File: config.mk
export PLATFORM = sky130hd
export DESIGN_NAME = game_timer
export DESIGN_NICKNAME = d
export VERILOG_FILES = /design/src/rtl/game_timer_pkg.sv /design/src/rtl/toggle_edge_detect.sv /design/src/rtl/game_timer.sv
export SDC_FILE = /design/constraint.sdc
export NUM_CORES = 1
export LEC_CHECK = 0
export CORE_ASPECT_RATIO = 0.5
export CORE_UTILIZATION = 40
export CTS_BUF_LIST = sky130_fd_sc_hd__clkbuf_8
export DETAILED_ROUTE_END_ITERATION = 8
export GPL_TIMING_DRIVEN = 0
export PLACE_DENSITY = 0.66
export SYNTH_ARGS = -nofsm -noshare
export SYNTH_HDL_FRONTEND = slang
export SYNTH_SLANG_ARGS = --single-unit
File: constraint.sdc
create_clock -name clk -period 1.8 [get_ports clk]
set_input_delay 0.27 -clock clk [delete_from_list [all_inputs] [get_ports clk]]
set_output_delay 0.27 -clock clk [all_outputs]
set_load 0.05 [all_outputs]
File: src/rtl/game_timer_pkg.sv
`default_nettype none
// ============================================================================
// Module      : timer_pkg
// Description : Shared definitions for the game_timer block: state encoding
//               of the play-time FSM and the BCD digit widths and limits used
//               by the MM:SS cascade.
// Revision    : 1.0 - initial release
// ============================================================================
package timer_pkg;

    // FSM state encoding (explicit 2-bit width)
    typedef logic [1:0] state_t;

    localparam state_t c_ST_IDLE  = 2'd0;
    localparam state_t c_ST_RUN   = 2'd1;
    localparam state_t c_ST_PAUSE = 2'd2;
    localparam state_t c_ST_DONE  = 2'd3;

    // BCD digit widths for the MM:SS display
    localparam int c_SEC_ONES_W = 4;
    localparam int c_SEC_TENS_W = 3;
    localparam int c_MIN_ONES_W = 4;
    localparam int c_MIN_TENS_W = 4;

    // Largest value each digit holds before it wraps and carries
    localparam logic [c_SEC_ONES_W-1:0] c_BCD_MAX_UNITS    = 4'd9;
    localparam logic [c_SEC_TENS_W-1:0] c_BCD_MAX_SEC_TENS = 3'd5;

endpackage : timer_pkg
`default_nettype wire

File: src/rtl/toggle_edge_detect.sv
`default_nettype none
// ============================================================================
// Module      : toggle_edge_detect
// Description : Brings the slow divider toggle into the clk domain through a
//               SYNC_STAGES-deep synchroniser and emits a one-cycle pulse for
//               every level change (rising and falling alike).
// Revision    : 1.0 - initial release
// ----------------------------------------------------------------------------
// Ports
//   clk        in   1  system clock
//   reset      in   1  synchronous, active-high reset
//   sec_toggle in   1  divider output; each level change is one second
//   sec_tick   out  1  one-cycle pulse per detected level change
// ============================================================================
module toggle_edge_detect #(
    parameter int SYNC_STAGES = 2
) (
    input  logic clk,
    input  logic reset,
    input  logic sec_toggle,
    output logic sec_tick
);

    // r_sync[0] is the first capture flop; r_sync[SYNC_STAGES-1] is the
    // synchronised value that downstream logic may safely use.
    logic [SYNC_STAGES-1:0] r_sync;
    logic                   r_hist;

    always_ff @(posedge clk) begin
        if (reset) begin
            r_sync <= '0;
            r_hist <= 1'b0;
        end else begin
            r_sync <= {r_sync[SYNC_STAGES-2:0], sec_toggle};
            r_hist <= r_sync[SYNC_STAGES-1];
        end
    end

    // Both inputs of the XOR are flops, so the pulse is clean and lasts
    // exactly one cycle: the history flop catches up at the next edge.
    assign sec_tick = r_sync[SYNC_STAGES-1] ^ r_hist;

endmodule : toggle_edge_detect
`default_nettype wire

File: src/rtl/game_timer.sv
`default_nettype none
// ============================================================================
// Module      : game_timer
// Description : Elapsed play-time counter for the sudoku game. Turns each
//               level change of the divider toggle into a one-second tick and
//               accumulates MM:SS in BCD under start/pause/clear control,
//               saturating at MAX_MIN:59.
// Revision    : 1.0 - initial release
// ----------------------------------------------------------------------------
// Ports
//   clk        in   1  system clock (50 MHz)
//   reset      in   1  synchronous, active-high reset
//   sec_toggle in   1  divider output; each level change is one second
//   start      in   1  level command: begin or resume counting
//   pause      in   1  level command: suspend counting
//   clear      in   1  level command: zero time and return to idle
//   sec_ones   out  4  BCD seconds units (0..9)
//   sec_tens   out  3  BCD seconds tens (0..5)
//   min_ones   out  4  BCD minutes units (0..9)
//   min_tens   out  4  BCD minutes tens (0..9)
//   running    out  1  high while counting
//   done       out  1  high while saturated at MAX_MIN:59
//   sec_tick   out  1  one-cycle pulse per detected second, any state
// ============================================================================
module game_timer
    import timer_pkg::*;
#(
    parameter int MAX_MIN     = 99,
    parameter int SYNC_STAGES = 2
) (
    input  logic                    clk,
    input  logic                    reset,
    input  logic                    sec_toggle,
    input  logic                    start,
    input  logic                    pause,
    input  logic                    clear,
    output logic [c_SEC_ONES_W-1:0] sec_ones,
    output logic [c_SEC_TENS_W-1:0] sec_tens,
    output logic [c_MIN_ONES_W-1:0] min_ones,
    output logic [c_MIN_TENS_W-1:0] min_tens,
    output logic                    running,
    output logic                    done,
    output logic                    sec_tick
);

    // Saturation point split into BCD minute digits; the last counted
    // second before the stop point is MAX_MIN:58.
    localparam logic [c_MIN_ONES_W-1:0] c_MAX_MIN_ONES  = c_MIN_ONES_W'(MAX_MIN % 10);
    localparam logic [c_MIN_TENS_W-1:0] c_MAX_MIN_TENS  = c_MIN_TENS_W'(MAX_MIN / 10);
    localparam logic [c_SEC_ONES_W-1:0] c_LAST_SEC_ONES = 4'd8;

    // ------------------------------------------------------------------------
    // Second tick extraction
    // ------------------------------------------------------------------------
    logic w_sec_tick;

    toggle_edge_detect #(
        .SYNC_STAGES (SYNC_STAGES)
    ) u_edge_detect (
        .clk        (clk),
        .reset      (reset),
        .sec_toggle (sec_toggle),
        .sec_tick   (w_sec_tick)
    );

    // ------------------------------------------------------------------------
    // State and time registers
    // ------------------------------------------------------------------------
    state_t                  r_state;
    state_t                  w_state_nx;
    logic                    r_running;
    logic                    r_done;

    logic [c_SEC_ONES_W-1:0] r_sec_ones;
    logic [c_SEC_TENS_W-1:0] r_sec_tens;
    logic [c_MIN_ONES_W-1:0] r_min_ones;
    logic [c_MIN_TENS_W-1:0] r_min_tens;

    logic [c_SEC_ONES_W-1:0] w_sec_ones_inc;
    logic [c_SEC_TENS_W-1:0] w_sec_tens_inc;
    logic [c_MIN_ONES_W-1:0] w_min_ones_inc;
    logic [c_MIN_TENS_W-1:0] w_min_tens_inc;

    logic                    w_count;
    logic                    w_at_last;
    logic                    w_carry_sec_ones;
    logic                    w_carry_sec_tens;
    logic                    w_carry_min_ones;

    // Only a tick seen while the registered state is RUN advances time, so a
    // tick coinciding with start from IDLE/PAUSE is deliberately dropped.
    assign w_count = (r_state == c_ST_RUN) && w_sec_tick;

    // Time currently reads MAX_MIN:58: the next counted tick saturates.
    assign w_at_last = (r_min_tens == c_MAX_MIN_TENS)     &&
                       (r_min_ones == c_MAX_MIN_ONES)     &&
                       (r_sec_tens == c_BCD_MAX_SEC_TENS) &&
                       (r_sec_ones == c_LAST_SEC_ONES);

    // ------------------------------------------------------------------------
    // BCD increment cascade (time + 1 s)
    // ------------------------------------------------------------------------
    assign w_carry_sec_ones = (r_sec_ones == c_BCD_MAX_UNITS);
    assign w_carry_sec_tens = w_carry_sec_ones && (r_sec_tens == c_BCD_MAX_SEC_TENS);
    assign w_carry_min_ones = w_carry_sec_tens && (r_min_ones == c_BCD_MAX_UNITS);

    always_comb begin
        w_sec_ones_inc = r_sec_ones;
        w_sec_tens_inc = r_sec_tens;
        w_min_ones_inc = r_min_ones;
        w_min_tens_inc = r_min_tens;

        if (w_carry_sec_ones) begin
            w_sec_ones_inc = '0;
        end else begin
            w_sec_ones_inc = r_sec_ones + 4'd1;
        end

        if (w_carry_sec_tens) begin
            w_sec_tens_inc = '0;
        end else if (w_carry_sec_ones) begin
            w_sec_tens_inc = r_sec_tens + 3'd1;
        end

        if (w_carry_min_ones) begin
            w_min_ones_inc = '0;
        end else if (w_carry_sec_tens) begin
            w_min_ones_inc = r_min_ones + 4'd1;
        end

        // Saturation stops the count at MAX_MIN:59 (MAX_MIN <= 99), so the
        // minute tens digit never needs to wrap.
        if (w_carry_min_ones) begin
            w_min_tens_inc = r_min_tens + 4'd1;
        end
    end

    // ------------------------------------------------------------------------
    // Next-state logic: clear > pause > start
    // ------------------------------------------------------------------------
    always_comb begin
        w_state_nx = r_state;
        if (clear) begin
            w_state_nx = c_ST_IDLE;
        end else begin
            case (r_state)
                c_ST_IDLE,
                c_ST_PAUSE: begin
                    if (start && !pause) begin
                        w_state_nx = c_ST_RUN;
                    end
                end
                c_ST_RUN: begin
                    // The saturating tick wins over a simultaneous pause;
                    // otherwise a tick with pause is counted, then we park.
                    if (w_sec_tick && w_at_last) begin
                        w_state_nx = c_ST_DONE;
                    end else if (pause) begin
                        w_state_nx = c_ST_PAUSE;
                    end
                end
                c_ST_DONE: begin
                    w_state_nx = c_ST_DONE;
                end
                default: begin
                    w_state_nx = c_ST_IDLE;
                end
            endcase
        end
    end

    // ------------------------------------------------------------------------
    // Registers; status flags decode the next state so they line up with it
    // ------------------------------------------------------------------------
    always_ff @(posedge clk) begin
        if (reset) begin
            r_state    <= c_ST_IDLE;
            r_running  <= 1'b0;
            r_done     <= 1'b0;
            r_sec_ones <= '0;
            r_sec_tens <= '0;
            r_min_ones <= '0;
            r_min_tens <= '0;
        end else begin
            r_state   <= w_state_nx;
            r_running <= (w_state_nx == c_ST_RUN);
            r_done    <= (w_state_nx == c_ST_DONE);

            if (clear) begin
                r_sec_ones <= '0;
                r_sec_tens <= '0;
                r_min_ones <= '0;
                r_min_tens <= '0;
            end else if (w_count) begin
                r_sec_ones <= w_sec_ones_inc;
                r_sec_tens <= w_sec_tens_inc;
                r_min_ones <= w_min_ones_inc;
                r_min_tens <= w_min_tens_inc;
            end
        end
    end

    assign sec_ones = r_sec_ones;
    assign sec_tens = r_sec_tens;
    assign min_ones = r_min_ones;
    assign min_tens = r_min_tens;
    assign running  = r_running;
    assign done     = r_done;
    assign sec_tick = w_sec_tick;

endmodule : game_timer
`default_nettype wire
## Word-level counts from Yosys, hierarchy flattened

Cells that the tools add are included.

| storage, ports and cells | value |
|---|---|
| register bits | 22 |
| input port bits | 6 |
| output and inout port bits | 18 |
| word-level logic and storage cells | 51 |

| cells by class | value |
|---|---|
| $add $sub $neg | 4 |
| equal/unequal tests | 10 |
| muxes and demuxes | 10 |
| bitwise logic cells | 1 |
| reductions and logical operators | 17 |

Operators with widths:

| kind | number |
|---|---|
| $eq 4x4->1 const B | 4 |
| $add 4x1->4 const B | 3 |
| $mux 4 | 3 |
| $logic_and 1x1->1 | 8 |
| $mux 2 | 4 |
| $eq 2x2->1 const B | 3 |
| $mux 3 | 2 |
| $pmux 2 s3 | 1 |
| $reduce_and 2->1 | 3 |
| $eq 2x1->1 const B | 2 |
| $reduce_bool 2->1 | 2 |
| $reduce_or 2->1 | 2 |
| $add 3x1->3 const B | 1 |
| $eq 3x3->1 const B | 1 |
| $logic_not 2->1 | 1 |
| $logic_not 1->1 | 1 |
| $xor 1x1->1 | 1 |

## Depth between registers and ports, before layout

Gate-level depths: netlist (run 1).

| logic depth | value |
|---|---|
| word-level depth | 9 |
| gate-level depth with buffers | 6 |
| mapped depth without buffers | 6 |

## Modules after synthesis

Synthesis (run 1) repeated with hierarchy kept, for this count alone.

| unflattened totals | value |
|---|---|
| cells, all modules | 108 |
| area, all modules | 1114.8 µm² |

By module, submodules not included:

| module | times used | cells each | area an instance (µm²) | seq. area each (µm²) |
|---|---|---|---|---|
| game_timer | 1 | 101 | 1027.2 | 380.4 |
| toggle_edge_detect | 1 | 7 | 87.6 | 60.1 |

## Worst setup path after synthesis (run 1)

No wires, ideal clock.

| timing | value |
|---|---|
| path kind | reg-to-reg |
| start | register r_sec_tens[0] (netlist: sec_tens[0]) |
| end | register r_min_ones[3] (netlist: min_ones[3]) |
| setup time | 91 ps |
| arrival time | 1900 ps |
| setup slack | -191 ps |
| stages on the path, launching flop included | 6 |
| cells stage by stage | dfxtp_1 > ha_1 > and4b_2 > nor4b_4 > a21oi_1 > a311oi_1 |

| on the way | value |
|---|---|
| cells in the longest elaborated chain, start to end | 5 |

RTL lines:

| element | RTL line | RTL |
|---|---|---|
| start, declared | game_timer.sv:75 | `logic [c_SEC_TENS_W-1:0] r_sec_tens;` |
| start signal, assigned | game_timer.sv:196 | `r_sec_tens <= w_sec_tens_inc;` |
| $eq 3x3->1 * | game_timer.sv:104 | `assign w_carry_sec_tens = w_carry_sec_ones && (r_sec_tens == c_BCD_MAX_SEC_TENS);` |
| $logic_and 1x1->1 * | game_timer.sv:104 |  |
| $logic_and 1x1->1 | game_timer.sv:105 | `assign w_carry_min_ones = w_carry_sec_tens && (r_min_ones == c_BCD_MAX_UNITS);` |
| $reduce_bool 2->1 (no source line) | - |  |
| $reduce_and 2->1 (no source line) | - |  |
| end signal, assigned | game_timer.sv:197 | `r_min_ones <= w_min_ones_inc;` |
| end, declared | game_timer.sv:76 | `logic [c_MIN_ONES_W-1:0] r_min_ones;` |

Every way passes the cells marked *; elsewhere a longest branch is shown, timed or not.
A chain may end at the register's enable or synchronous reset.

## Worst setup path after layout (run 1)

| timing | value |
|---|---|
| start | register r_min_tens[1] (netlist: min_tens[1]) |
| end | output port min_tens[1] |

RTL lines:

| element | RTL line | RTL |
|---|---|---|
| start, declared | game_timer.sv:77 | `logic [c_MIN_TENS_W-1:0] r_min_tens;` |
| start signal, assigned | game_timer.sv:198 | `r_min_tens <= w_min_tens_inc;` |
| end, declared | game_timer.sv:40 | `output logic [c_MIN_TENS_W-1:0] min_tens,` |

No word-level cell between the ends.

==> results of run 1 <==
[metal layers]
layer | wire length, microns | part of all wire (%) | vias up
met1 | 1160 | 55 | 415
met3 | 67 | 3.2 | 2
met4 | 19 | 0.90 | 0
met5 | 0 | 0 | -
li1 | - | - | 470
met2 | 864 | 41 | 13
[metrics by stage]
step / std cells / hold slack (ns) / cell area (sq um) / setup TNS [ns]
2_1_floorplan: 114 / 0.339 / 1100 / 0
3_3_place_gp: 174 / 0.422 / 1380 / -1.43
3_5_place_dp: 174 / 0.429 / 1380 / -1.39
4_1_cts: 177 / 0.447 / 1410 / -0.0472
5_1_grt: 178 / 0.462 / 1420 / 0
6_report: 178 / 0.445 / 1420 / 0
[power groups by stage]
stage	registers (mW)	logic [mW]	clock network (mW)
global placement	0.504	0.0531	0
floorplan	0.506	0.0274	0
finish	0.493	0.0519	0.307
global route	0.493	0.0556	0.340
detailed placement	0.504	0.0531	0
CTS	0.493	0.0520	0.318
[what timing repair did]
item | 4_1_cts | 5_1_grt
resized for setup | 7 | 6
endpoints found under the setup margin | 7 | 8
pin swaps | 0 | 0
setup buffers | 0 | 1
[registers in the layout, indices dropped and copies added, names as in the netlist]
signal	cells
min_tens	4
r_state	2
done	1
u_edge_detect.r_hist	1
u_edge_detect.r_sync	2
running	1
sec_tens	3
min_ones	4
sec_ones	4
[final cells by class]
cell class	count	area, sq um
plain buffers	2	8.76
clock buffers	3	41.3
fillers	260	1180
inverters	9	35.0
multi-input cells	81	617
flip-flops and latches	22	445
well taps	37	46.3
repair buffers	24	230
[cells in the final DEF, fill, tap and decap left out, types with 3 or more instances in the layout]
cell type | Yosys | routed
clkdlybuf4s50_1 | 0 | 14
ha_1 | 6 | 6
nor2_1 | 7 | 7
nand2_1 | 9 | 9
and3_1 | 3 | 3
dfxtp_2 | 0 | 4
xor2_1 | 4 | 4
a21oi_1 | 7 | 7
clkbuf_8 | 0 | 3
nor2b_1 | 5 | 5
dfxtp_1 | 22 | 18
dlygate4sd2_1 | 0 | 6
inv_1 | 7 | 7
[worst max path at each step]
stage / cells after the start / from / slack (ns) / endpoint
2_1_floorplan: 4 / sec_tens[2]$_SDFFE_PP0P_ / 0.009 / min_ones[3]$_SDFFE_PP0P_
3_3_place_gp: 5 / reset / -0.15 / min_ones[1]$_SDFFE_PP0P_
3_5_place_dp: 5 / reset / -0.14 / min_ones[1]$_SDFFE_PP0P_
4_1_cts: 3 / u_edge_detect.r_hist$_SDFF_PP0_ / -0.05 / sec_tick
5_1_grt: 1 / min_ones[2]$_SDFFE_PP0P_ / 0.007 / min_ones[2]
6_report: 1 / min_tens[1]$_SDFFE_PP0P_ / 0.04 / min_tens[1]
[cells by family (layout without fill, tap and decap cells)]
group,after synthesis,in the layout
flops,22,22
xor+xnor,5,5
mux,1,1
fa+ha+maj,6,6
simple gates,44,44
compound gates,25,25
buf+inv,11,38
==> results.json, run 1 <==
{
  "insertion_delay_ns": 0.26,
  "route.detailed.drc": 0,
  "nets": 155,
  "core_sq_um": 2600,
  "yosysMostFrequentCell": "dfxtp_1",
  "worstRegToRegCells": 5,
  "yosys_most_used_dff": "dfxtp_1",
  "crit_family": "buffers and inverters",
  "cts_hold_buf": 0,
  "total_power_uw": 852,
  "drive_gt1_share_pct": 14.9,
  "cp.required_ns": 1.53,
  "grt_pass1_vias": 718,
  "avgSynthCellArea_sq_um": 9.65,
  "vias_per_cell": 5.06,
  "antenna_found_initial": 0,
  "synth_common_cells": "22 x dfxtp_1, 9 x nand2_1, 7 x a21oi_1, 7 x inv_1, 7 x nor2_1",
  "cp-start-kind": "register",
  "numCtsBuffers": 3,
  "dp_slack_ns": -0.142,
  "num_antenna_cells": 0,
  "dieArea_sq_um": 2980,
  "synthTopCellsByArea": "dfxtp_1 40%, ha_1 6.8%, a21oi_1 3.2%",
  "p_int_uw": 661,
  "netSwitchingPower_uw": 191,
  "synth-xor-area-share_pct": 4.66,
  "clk_path_buf_depth": 2,
  "route.vias.total": 900,
  "synth_seq_cells": 22,
  "cts_max_level": 1,
  "clkPwrFrac_pct": 36.1,
  "synth_compound_area_share_pct": 16.4,
  "status": "completed",
  "tightest_slew_ns": 0.512,
  "cpPeakStageDelay_ns": 0.82,
  "cp_cell_sequence": "clkdlybuf4s50_1",
  "wl_per_cell_microns": 11.8,
  "setup_viol_count_final": 0,
  "swShare_pct": 22.4,
  "grt_pass1_wl_microns": 3310,
  "wirelength_microns": 2110,
  "ir_drop_uv": 361,
  "fin_ws_ns": 0.0395,
  "synth_edf_count": 0,
  "rsz0062_at_grt": "no",
  "drv_slew": 0,
  "drtIter0Drc": 18,
  "cts.sinks": 22,
  "synth.distinct_cells": 42,
  "synth_mux_area_share_pct": 0.910,
  "met2_usage_pct": 23.6,
  "grt_overflow": 0,
  "use_met3_pct": 4.94,
  "io_buffers": 23,
  "skew_ns": 0.00264,
  "min_to": "u_edge_detect.r_sync[1]$_SDFF_PP0_",
  "ys_seq_area_share_pct": 40.0,
  "syn-num-nets": 126,
  "hp-class": "reg -> reg",
  "synth_top_family_by_area": "simple AND/OR/NAND/NOR gates",
  "finalHoldViolCount": 0,
  "grt_usage_pct": 15.0,
  "period_needed_ns": 1.76,
  "ios": 24,
  "die_w_microns": 76.2,
  "synth_adder_area_share_pct": 6.83,
  "timing.rr.end": "min_tens[3]$_SDFFE_PP0P_",
  "critPathBufInv": 1,
  "maxCapViolCount": 0,
  "cts_root_buf": "clkbuf_8",
  "rows": 13,
  "routabilityCongestion": 0.751,
  "yosys.area.top_type": "dfxtp_1",
  "async_reset_ff_share_pct": 0,
  "hpwl_microns": 1550,
  "finish.utilization_pct": 54.7,
  "synth-simple-area-share_pct": 27.3,
  "area.growth.synth_to_final_pct": 29.5,
  "synth_top_cell_area_share_pct": 40.0,
  "crit_fanout": 5,
  "post-route-period-util_pct": 97.8,
  "hold_path_depth": 1,
  "start_util_pct": 42.3,
  "cts_tree": "done",
  "drtAntennaViolNets": 0,
  "combPwrFrac_pct": 6.1,
  "worstReg2RegStart": "min_ones[0]$_SDFFE_PP0P_",
  "met1_usage_pct": 19.8,
  "ys_warn_count": 0,
  "synth_cells": 114,
  "synthesis.area_sq_um": 1100,
  "worstSetupPathType": "reg -> out",
  "grt-busiest-layer": "met2",
  "slowest_stage": "clkdlybuf4s50_1",
  "worst_ep_arrival_time_ns": 1.49,
  "p_leak_nw": 0.609,
  "p_per_area_nw_per_um2": 598,
  "p_seq_share_pct": 57.8,
  "fmax_ghz": 0.568,
  "min-delay-start": "u_edge_detect.r_sync[0]$_SDFF_PP0_",
  "endpoint_kind": "output pin",
  "slew_headroom_pct": 65.8,
  "rrSetupSlack_ns": 0.13,
  "dr.pass1.iters": 2,
  "die_y_microns": 39.1,
  "clkSlewWorstSetupHoldPaths_ns": 0.08,
  "grt_max_degree": 12
}
Note: power is estimated with default switching activity, not from simulation.
==> run 2, diff against run 1 <==
PLACE_DENSITY = not set   (was 0.66)
PLACE_DENSITY_LB_ADDON = 0.3   (was not set)
SETUP_SLACK_MARGIN = 0.4   (was not set)
==> run 2 against run 1 <==
Against the previous run:
- final cell count grew 6.2%
- fmax grew 11%
- die area is the same
- sequential power shrank 2%
- non-clock buffer count grew 10
- highest routed layer unchanged
==> results.json, run 2 (same netlist as run 1, synthesis figures left out) <==
{
  "whs_ns": 0.372,
  "drtIter0Drc": 53,
  "num_antenna_cells": 0,
  "grt_pass1_vias": 835,
  "antenna_found_initial": 0,
  "vias_per_cell": 5.15,
  "post-route-period-util_pct": 87.8,
  "grt_usage_pct": 17.0,
  "slowest_stage": "dfxtp_4",
  "dieArea_sq_um": 2980,
  "dr.pass1.iters": 4,
  "ios": 24,
  "rows": 13,
  "drv_slew": 0,
  "final_common_cell": "clkdlybuf4s15_2",
  "clk_path_buf_depth": 2,
  "area.growth.synth_to_final_pct": 50.4,
  "crit_fanout": 4,
  "core_sq_um": 2600,
  "worst_ep_arrival_time_ns": 1.73,
  "fmax_ghz": 0.633,
  "die_w_microns": 76.2,
  "setup_viol_count_final": 0,
  "wl_met1_microns": 1190,
  "cp_cell_sequence": "inv_2, ha_4, and4b_2, buf_4, a31o_4, o311a_1",
  "worstReg2RegStart": "sec_tens[1]$_SDFFE_PP0P_",
  "drive_gt1_share_pct": 45.4,
  "slew_headroom_pct": 68.0,
  "cp.required_ns": 1.95,
  "highest_layer": "met4",
  "hpwl_microns": 1570,
  "dp_slack_ns": -0.120,
  "layout_common_cells": "12 x clkdlybuf4s15_2, 9 x nand2_1, 9 x buf_4, 8 x dfxtp_4",
  "cpPeakStageDelay_ns": 0.35,
  "period_needed_ns": 1.58,
  "nets": 165,
  "endpoint_kind": "register",
  "grt_max_degree": 13,
  "numCtsBuffers": 3,
  "cts_tree": "done",
  "worstRegToRegCells": 6,
  "timing.rr.end": "r_state[1]$_SDFF_PP0_",
  "cts_hold_buf": 0,
  "finalHoldViolCount": 0,
  "routabilityCongestion": 0.765,
  "skew_ns": 0.00781,
  "min-delay-start": "reset",
  "cp-start-kind": "register",
  "rrSetupSlack_ns": 0.22,
  "maxCapViolCount": 0,
  "tightest_slew_ns": 0.482,
  "tns_ns": 0,
  "ir_drop_uv": 303,
  "total_power_uw": 857,
  "grt_pass1_wl_microns": 3770,
  "rsz0062_at_grt": "yes",
  "p_leak_nw": 0.637,
  "min_to": "u_edge_detect.r_hist$_SDFF_PP0_",
  "fin_ws_ns": 0.220,
  "route.detailed.drc": 0,
  "p_per_area_nw_per_um2": 518,
  "wl_met3_microns": 110,
  "die_y_microns": 39.1,
  "io_buffers": 23,
  "wl_per_cell_microns": 12.7,
  "route.vias.total": 973,
  "nFillCells": 215,
  "worstSetupPathType": "reg -> reg",
  "hp-class": "in -> reg",
  "met2_length_microns": 1080,
  "finish.instance_area_sq_um": 1650,
  "place_area_sq_um": 1440,
  "start_util_pct": 42.3,
  "cts_root_buf": "clkbuf_8",
  "clkSlewWorstSetupHoldPaths_ns": 0.08,
  "hold_path_depth": 2,
  "insertion_delay_ns": 0.27,
  "cts.sinks": 22,
  "grt_overflow": 0,
  "status": "completed",
  "drtAntennaViolNets": 0,
  "wirelength_microns": 2400,
  "cts_max_level": 1
}
run 2: cell types whose count changed in the layout (fill, tap and decap cells not counted), moves of 2 or more:
cell,before,now
clkdlybuf4s50_1,14,4
clkbuf_2,2,4
ha_4,0,2
inv_2,0,2
dlygate4sd2_1,6,2
dfxtp_4,0,8
dfxtp_2,4,7
dfxtp_1,18,7
clkdlybuf4s15_2,0,12
dlymetal6s2s_1,2,0
ha_1,6,4
buf_4,1,9
buf_6,0,3
run 2: how the worst max path moves through the flow:
| stage | start | endpoint | slack (ns) | cells past startpoint |
|---|---|---|---|---|
| final | sec_tens[1]$_SDFFE_PP0P_ | r_state[1]$_SDFF_PP0_ | 0.22 | 6 |
| after global placement | reset | sec_ones[2]$_SDFFE_PP0P_ | -0.12 | 5 |
| after global routing | sec_tens[1]$_SDFFE_PP0P_ | min_ones[0]$_SDFFE_PP0P_ | 0.14 | 7 |
| after CTS | sec_tens[1]$_SDFFE_PP0P_ | min_ones[1]$_SDFFE_PP0P_ | 0.25 | 7 |
| after detailed placement | reset | min_tens[0]$_SDFFE_PP0P_ | -0.12 | 5 |
| after floorplan | sec_tens[0]$_SDFFE_PP0P_ | min_ones[2]$_SDFFE_PP0P_ | 0.17 | 5 |
run 2: timing repair:
| action | in CTS | in global routing |
|---|---|---|
| gates resized for setup | 60 | 18 |
| gates cloned | 0 | 0 |
| setup buffers | 5 | 6 |
| setup endpoints to repair | 36 | 20 |
| hold endpoints to repair | 0 | 0 |
| pin swaps | 7 | 8 |
run 2: worst max-delay path: cells and delay by family, from the launching register on:
family                     cells  cell delay (ns)
AOI/OAI and AO/OA              2             0.53
adders and majority gates      1             0.15
buffers and inverters          2             0.19
DFF                            1             0.35
and+or+nand+nor                1             0.24
run 2: cell type report:
cell class	instances	area, sq um	share of cell area (%)
well taps	37	46.3	2.80
inverters	9	38.8	2.34
flip-flops and latches	22	479	29.0
repair buffers	34	324	19.6
clock inverters	1	3.75	0.227
multi-input cells	81	711	43.0
clock buffers	3	41.3	2.50
plain buffers	2	10.0	0.605
run 2: where the power goes:
| part | switching, mW | internal, mW | total [mW] | leakage [nW] |
|---|---|---|---|---|
| Clock | 0.156 | 0.152 | 0.308 | 0.0269 |
| Combinational | 0.0366 | 0.0297 | 0.0664 | 0.423 |
| Sequential | 0.00375 | 0.479 | 0.483 | 0.188 |
| Total | 0.196 | 0.661 | 0.857 | 0.637 |
run 2: per-layer routing:
metal / vias to the layer above / track usage [%]
li1: 488 / -
met1: 467 / 20.7
met2: 15 / 29.8
met3: 3 / 5.88
met4: 0 / 4.33
met5: - / 0
run 2: through the flow:
step                utilization (%)  cells
finish                         63.6    189
global route                   63.6    189
CTS                            60.1    183
detailed placement             55.2    174
global placement               55.2    174
floorplan                         -    114
